===== config.mk =====
export PLATFORM = sky130hd
export DESIGN_NAME = game_scoreboard
export DESIGN_NICKNAME = d
export VERILOG_FILES = /design/src/rtl/game_pkg.sv /design/src/rtl/scoreboard_display_scan.sv /design/src/rtl/game_scoreboard.sv
export SDC_FILE = /design/constraint.sdc
export NUM_CORES = 1
export LEC_CHECK = 0
export ABC_CLOCK_PERIOD_IN_PS = 4200
export BUFFER_PORTS_ARGS = -buffer_cell sky130_fd_sc_hd__buf_4
export CAP_MARGIN = 20
export CORE_ASPECT_RATIO = 0.8
export CORE_MARGIN = 2
export CORE_UTILIZATION = 50
export DETAILED_ROUTE_END_ITERATION = 8
export GPL_TIMING_DRIVEN = 0
export MAX_ROUTING_LAYER = met4
export PLACE_DENSITY = 0.69
export SLEW_MARGIN = 5
export SYNTH_ARGS = -nofsm -noshare
export SYNTH_HDL_FRONTEND = slang
export SYNTH_SLANG_ARGS = --single-unit

===== constraint.sdc =====
create_clock -name clk -period 4.2 [get_ports clk]
set_input_delay 0.21 -clock clk [delete_from_list [all_inputs] [get_ports clk]]
set_output_delay 0.21 -clock clk [all_outputs]
set_load 0.02 [all_outputs]

===== src/rtl/game_pkg.sv =====
// Shared constants and FSM encoding for the game scoreboard slice.
package game_pkg;

    localparam int unsigned NUM_PLAYERS       = 4;
    localparam int unsigned PLAYER_W          = 2;
    localparam int unsigned NIBBLE_W          = 4;
    localparam int unsigned RANK_W            = 3;
    localparam int unsigned WIN_THRESHOLD_DEF = 8;

    typedef enum logic [1:0] {
        StArm,
        StSettle,
        StCapture,
        StIdle
    } cap_state_e;

endpackage


===== src/rtl/scoreboard_display_scan.sv =====
// Multiplexed 4-digit display scan: one digit per player, finished players show 4'hF.
module scoreboard_display_scan
    import game_pkg::*;
#(
    parameter int unsigned SCAN_DIV = 2500
) (
    input  logic                            clk,
    input  logic                            rst,
    input  logic [NUM_PLAYERS*NIBBLE_W-1:0] pos_flat,
    input  logic [NUM_PLAYERS*RANK_W-1:0]   rank_flat,
    output logic [NUM_PLAYERS-1:0]          digit_sel,
    output logic [NIBBLE_W-1:0]             digit_val
);

    localparam int unsigned       SCAN_W    = (SCAN_DIV > 1) ? $clog2(SCAN_DIV) : 1;
    localparam logic [SCAN_W-1:0] SCAN_LAST = SCAN_W'(SCAN_DIV - 1);

    logic [SCAN_W-1:0]   scan_cnt_q;
    logic [PLAYER_W-1:0] idx_q;
    logic [RANK_W-1:0]   cur_rank;
    logic [NIBBLE_W-1:0] cur_pos;

    // Select rank and position of the player under the current digit index.
    always_comb begin
        cur_rank = '0;
        cur_pos  = '0;
        for (int p = 0; p < NUM_PLAYERS; p++) begin
            if (idx_q == PLAYER_W'(p)) begin
                cur_rank = rank_flat[p*RANK_W +: RANK_W];
                cur_pos  = pos_flat[p*NIBBLE_W +: NIBBLE_W];
            end
        end
    end

    // Scan divider; digit index advances (3 wraps to 0) when the divider wraps.
    always_ff @(posedge clk) begin
        if (rst) begin
            scan_cnt_q <= '0;
            idx_q      <= '0;
        end else if (scan_cnt_q == SCAN_LAST) begin
            scan_cnt_q <= '0;
            idx_q      <= idx_q + 1'b1;
        end else begin
            scan_cnt_q <= scan_cnt_q + 1'b1;
        end
    end

    // Registered digit outputs; select and value always move together.
    always_ff @(posedge clk) begin
        if (rst) begin
            digit_sel <= NUM_PLAYERS'(1);
            digit_val <= '0;
        end else begin
            digit_sel <= NUM_PLAYERS'(1) << idx_q;
            digit_val <= (cur_rank != '0) ? {NIBBLE_W{1'b1}} : cur_pos;
        end
    end

endmodule


===== src/rtl/game_scoreboard.sv =====
// Demultiplexes the time-sliced player stream into per-player registers,
// records finishing order, flags a stalled producer and drives the display scan.
module game_scoreboard
    import game_pkg::*;
#(
    parameter int unsigned SETTLE_CYCLES = 2,
    parameter int unsigned SLOT_CYCLES   = 10000,
    parameter int unsigned SCAN_DIV      = 2500,
    parameter int unsigned WIN_THRESHOLD = WIN_THRESHOLD_DEF
) (
    input  logic                            clk,
    input  logic                            rst,
    input  logic [PLAYER_W-1:0]             in_player,
    input  logic [NIBBLE_W-1:0]             in_position,
    input  logic [NIBBLE_W-1:0]             in_status_code,
    output logic [NUM_PLAYERS*NIBBLE_W-1:0] pos_flat,
    output logic [NUM_PLAYERS*NIBBLE_W-1:0] status_flat,
    output logic [NUM_PLAYERS*RANK_W-1:0]   rank_flat,
    output logic [RANK_W-1:0]               finish_count,
    output logic                            all_finished,
    output logic                            update_pulse,
    output logic                            stalled,
    output logic [NUM_PLAYERS-1:0]          digit_sel,
    output logic [NIBBLE_W-1:0]             digit_val
);

    localparam int unsigned         SETTLE_W    = (SETTLE_CYCLES > 1) ? $clog2(SETTLE_CYCLES) : 1;
    localparam logic [SETTLE_W-1:0] SETTLE_LAST = SETTLE_W'(SETTLE_CYCLES - 1);
    localparam int unsigned         STALL_LIMIT = 2 * SLOT_CYCLES;
    localparam int unsigned         STALL_W     = $clog2(STALL_LIMIT + 1);
    localparam logic [STALL_W-1:0]  STALL_MAX   = STALL_W'(STALL_LIMIT);
    localparam logic [RANK_W-1:0]   ALL_DONE    = RANK_W'(NUM_PLAYERS);

    cap_state_e          state_q;
    logic [PLAYER_W-1:0] prev_q;
    logic [SETTLE_W-1:0] settle_cnt_q;
    logic [STALL_W-1:0]  stall_cnt_q;
    logic [NIBBLE_W-1:0] pos_q    [NUM_PLAYERS];
    logic [NIBBLE_W-1:0] status_q [NUM_PLAYERS];
    logic [RANK_W-1:0]   rank_q   [NUM_PLAYERS];
    logic                player_change;
    logic                win_now;

    // ARM counts as a change so the first slot after reset is captured.
    assign player_change = (state_q == StArm) || (in_player != prev_q);
    assign win_now       = 32'(in_status_code) > WIN_THRESHOLD;
    assign all_finished  = (finish_count == ALL_DONE);
    assign stalled       = (stall_cnt_q == STALL_MAX);

    // Flatten per-player registers onto the output buses.
    always_comb begin
        pos_flat    = '0;
        status_flat = '0;
        rank_flat   = '0;
        for (int p = 0; p < NUM_PLAYERS; p++) begin
            pos_flat[p*NIBBLE_W +: NIBBLE_W]    = pos_q[p];
            status_flat[p*NIBBLE_W +: NIBBLE_W] = status_q[p];
            rank_flat[p*RANK_W +: RANK_W]       = rank_q[p];
        end
    end

    // Capture FSM: wait for a player change, let the producer settle, capture once.
    always_ff @(posedge clk) begin
        if (rst) begin
            state_q      <= StArm;
            prev_q       <= '0;
            settle_cnt_q <= '0;
            finish_count <= '0;
            update_pulse <= 1'b0;
            for (int p = 0; p < NUM_PLAYERS; p++) begin
                pos_q[p]    <= '0;
                status_q[p] <= '0;
                rank_q[p]   <= '0;
            end
        end else begin
            update_pulse <= 1'b0;
            unique case (state_q)
                StArm: begin
                    prev_q       <= in_player;
                    settle_cnt_q <= '0;
                    state_q      <= StSettle;
                end
                StIdle: begin
                    if (in_player != prev_q) begin
                        prev_q       <= in_player;
                        settle_cnt_q <= '0;
                        state_q      <= StSettle;
                    end
                end
                StSettle: begin
                    if (in_player != prev_q) begin
                        // Producer moved on again: restart settling for the new index.
                        prev_q       <= in_player;
                        settle_cnt_q <= '0;
                    end else if (settle_cnt_q == SETTLE_LAST) begin
                        state_q <= StCapture;
                    end else begin
                        settle_cnt_q <= settle_cnt_q + 1'b1;
                    end
                end
                StCapture: begin
                    pos_q[prev_q]    <= in_position;
                    status_q[prev_q] <= in_status_code;
                    update_pulse     <= 1'b1;
                    // Ranks are sticky; only the first win of a player is recorded.
                    if (win_now && rank_q[prev_q] == '0 && finish_count != ALL_DONE) begin
                        rank_q[prev_q] <= finish_count + 1'b1;
                        finish_count   <= finish_count + 1'b1;
                    end
                    state_q <= StIdle;
                end
                default: state_q <= StArm;
            endcase
        end
    end

    // Stall detector: saturating count of cycles since the last player change.
    always_ff @(posedge clk) begin
        if (rst) begin
            stall_cnt_q <= '0;
        end else if (player_change) begin
            stall_cnt_q <= '0;
        end else if (stall_cnt_q != STALL_MAX) begin
            stall_cnt_q <= stall_cnt_q + 1'b1;
        end
    end

    scoreboard_display_scan #(
        .SCAN_DIV (SCAN_DIV)
    ) u_display_scan (
        .clk       (clk),
        .rst       (rst),
        .pos_flat  (pos_flat),
        .rank_flat (rank_flat),
        .digit_sel (digit_sel),
        .digit_val (digit_val)
    );

endmodule

==> run metrics <==
run status=complete, no violations; Post-Synthesis Net Count=408; Clock power frac=0.300; clock buffer depth=2; Final Hold Slack=0.1488 ns; Routed WL=8.254 mm; min-delay worst type=in -> reg; Pwr Density=383.6 mW/mm²; Final setup viols=0; gr ovfl total=0; Die Wd=105.0 µm; Max IR drop VDD=0.1894 mV; fmax=0.4294 GHz; Final Max Slew Viols=0; Flop pwr share=0.547; initial antenna violation count=0; top cells by area, synth=edfxtp_1 (32%), dfxtp_1 (24%), and2_1 (5.1%); post-route cell area=0.004917 mm²; Mapped Cells=382; drt first pass iters=4; Cell Rows=29; DIE AREA=0.008904 mm²; final hold vios=0; Synth-to-Final Area Change=20.52%; PostCTS Resize Cnt=0; DIE HEIGHT=84.80 µm; max_slew headroom=0.6167; PortBufs=69; final cell count without fillers=575; Final nets=488; vias per cell=5.101; share of cells above drive strength 1=0.2120; DR DRC count=0; post-CTS setup buffer count=0; clk root buf=clkbuf_8; clock-pin transition on the worst setup and hold timing paths=0.09 ns; largest area contributor in the netlist=edfxtp_1; Core Region=0.007910 mm²; final core occ=0.6216; Yosys top cell area share=0.3238; Synth Register Bits=92; RSZ-0062 raised after global routing=no; Setup crit start kind=register; number of global-route vias before repair=2730; Comb power frac=0.153; CTS tree=yes; multi-input logic area=0.001689 mm²; Critical Path End Type=register; dpl cell area=0.004733 mm²; EDFF count, synth=44; I/O pins=70; sequential area share after synthesis=0.5593; largest net degree at the start of global routing=16; 1st-iter DRT viols=118; max_cap viols=0; antenna viol nets, final=0; storage element area=0.002282 mm²; Layout Skew=0.01021 ns; Required @ worst endpoint=4.24 ns; CTS buffer count=9; Clk Latency, worst-skew pair=0.36 ns; FILL cells=682; clock period minus worst slack=2.329 ns; worst-margin pin slew=0.5728 ns; H-tree depth=3; Most used DFF post-synth=dfxtp_1; WL/cell=14.35 µm; Avg Cell Area, Syn=10.68 µm²; Sw Pwr=505.7 µW; Starting Density=0.5158; Inst Count DP=559; unique cell type count in the Yosys netlist=38; ys async rst share=0; Lkg Pwr=0.001933 µW; Sinks on Clock Net=92; n_diodes=0; Final Cycle Share=0.5545; switching share of power=0.2681; Total GRT Usage=0.1963; CP Max Fanout=10; setup TNS=0 ns; cts hold-fix bufs=0; synthesized cell area=0.004080 mm²; crit path kind=reg -> reg; via count of the routed design=2933; GPL Wtd Cong=0.8677; DP HPWL=6.198 mm; yosys warns=0; first-pass GRT wire length=13.30 mm; internal power=1381 µW; CP arrival=2.37 ns
## Yosys cell counts (9+ instances only)
cell type,number
a21oi_1,17
and2_1,33
clkbuf_1,9
dfxtp_1,48
edfxtp_1,44
ha_1,14
inv_1,16
nand2_1,21
nand2b_1,9
nand3_1,12
nor2_1,38
nor3_1,13
nor4_1,10
o21ai_0,14
xnor2_1,13
xor2_1,9
## cells in the final DEF (no fill, tap or decap), drive strengths merged, types with 5 or more instances in the layout
cell,count
a21oi,17
and2,33
and3,7
buf,71
clkbuf,19
clkinv,5
dfxtp,48
edfxtp,44
ha,14
inv,16
mux2i,7
nand2,21
nand2b,9
nand3,13
nand4,7
nor2,38
nor3,17
nor4,10
o21ai,14
or2,5
or3,6
xnor2,13
xor2,9
## routing by layer
metal	up-vias	share of wire	global-route usage
met4	0	0.0064	0.04848
met1	1360	0.48	0.2652
met5	-	0	-
met3	6	0.059	0.05668
li1	1490	-	-
met2	77	0.45	0.2934
## critical path, cell delays in order, from the launching register on
cell and delay [ns]:
dfxtp_1 0.35, inv_1 0.13, ha_1 0.25, nand2_1 0.17, a2111oi_4 0.43, nand3_4 0.19, buf_6 0.19, o21bai_1 0.30
## stage by stage
step	total power, µW	worst slack [ns]
global placement	1335	1.970
detailed placement	1341	1.894
CTS	1900	1.885
global route	1974	1.759
floorplan	1235	1.976
finish	1886	1.871
## sequential cells by signal, indices dropped and copies added, names as in the netlist, named ones only
signal and cells:
settle_cnt_q 1, stall_cnt_q 15, status_q 16, u_display_scan.scan_cnt_q 12, state_q 2, u_display_scan.idx_q 2
finish_count 3, pos_q 16, prev_q 2, rank_q 12, u_display_scan.digit_sel 4, update_pulse 1
u_display_scan.digit_val 4
## layout make-up
| cell class | instances | area share |
|---|---|---|
| plain buffers | 11 | 0.009924 |
| repair buffers | 69 | 0.1053 |
| inverters | 16 | 0.01221 |
| clock inverters | 6 | 0.01145 |
| flip-flops and latches | 92 | 0.4641 |
| well taps | 108 | 0.02748 |
| multi-input cells | 263 | 0.3435 |
| clock buffers | 10 | 0.02595 |
## final timing paths
| check | from | end | slack [ns] | depth (start not counted) |
|---|---|---|---|---|
| worst max-delay path | state_q[0] | rank_q[2][1] | 1.87 | 7 |
| worst min-delay path | in_position[0] | pos_q[2][0] | 0.15 | 2 |
| worst max register to register | state_q[0] | rank_q[2][1] | 1.87 | 7 |
| worst min register to register | u_display_scan.scan_cnt_q[0] | u_display_scan.scan_cnt_q[0] | 0.48 | 1 |
## kinds of logic (layout without fill, tap and decap cells)
logic type                 Yosys count  in the layout  synth area share
AOI/OAI and AO/OA                   43             43           0.06440
DFF                                 92             92            0.5593
and+or+nand+nor                    174            174            0.2340
adders and majority gates           14             14           0.04293
buffers and inverters               27            112           0.02668
xor gates and xnor gates            22             22           0.04723
muxes                               10             10           0.02545
## power groups by stage
stage | clock, µW | combinational (µW) | sequential, µW
finish | 566 | 289 | 1030
global route | 616 | 319 | 1040
CTS | 579 | 291 | 1030
detailed placement | 0 | 290 | 1050
global placement | 0 | 285 | 1050
floorplan | 0 | 150 | 1080
(Power assumes the default switching activity.)
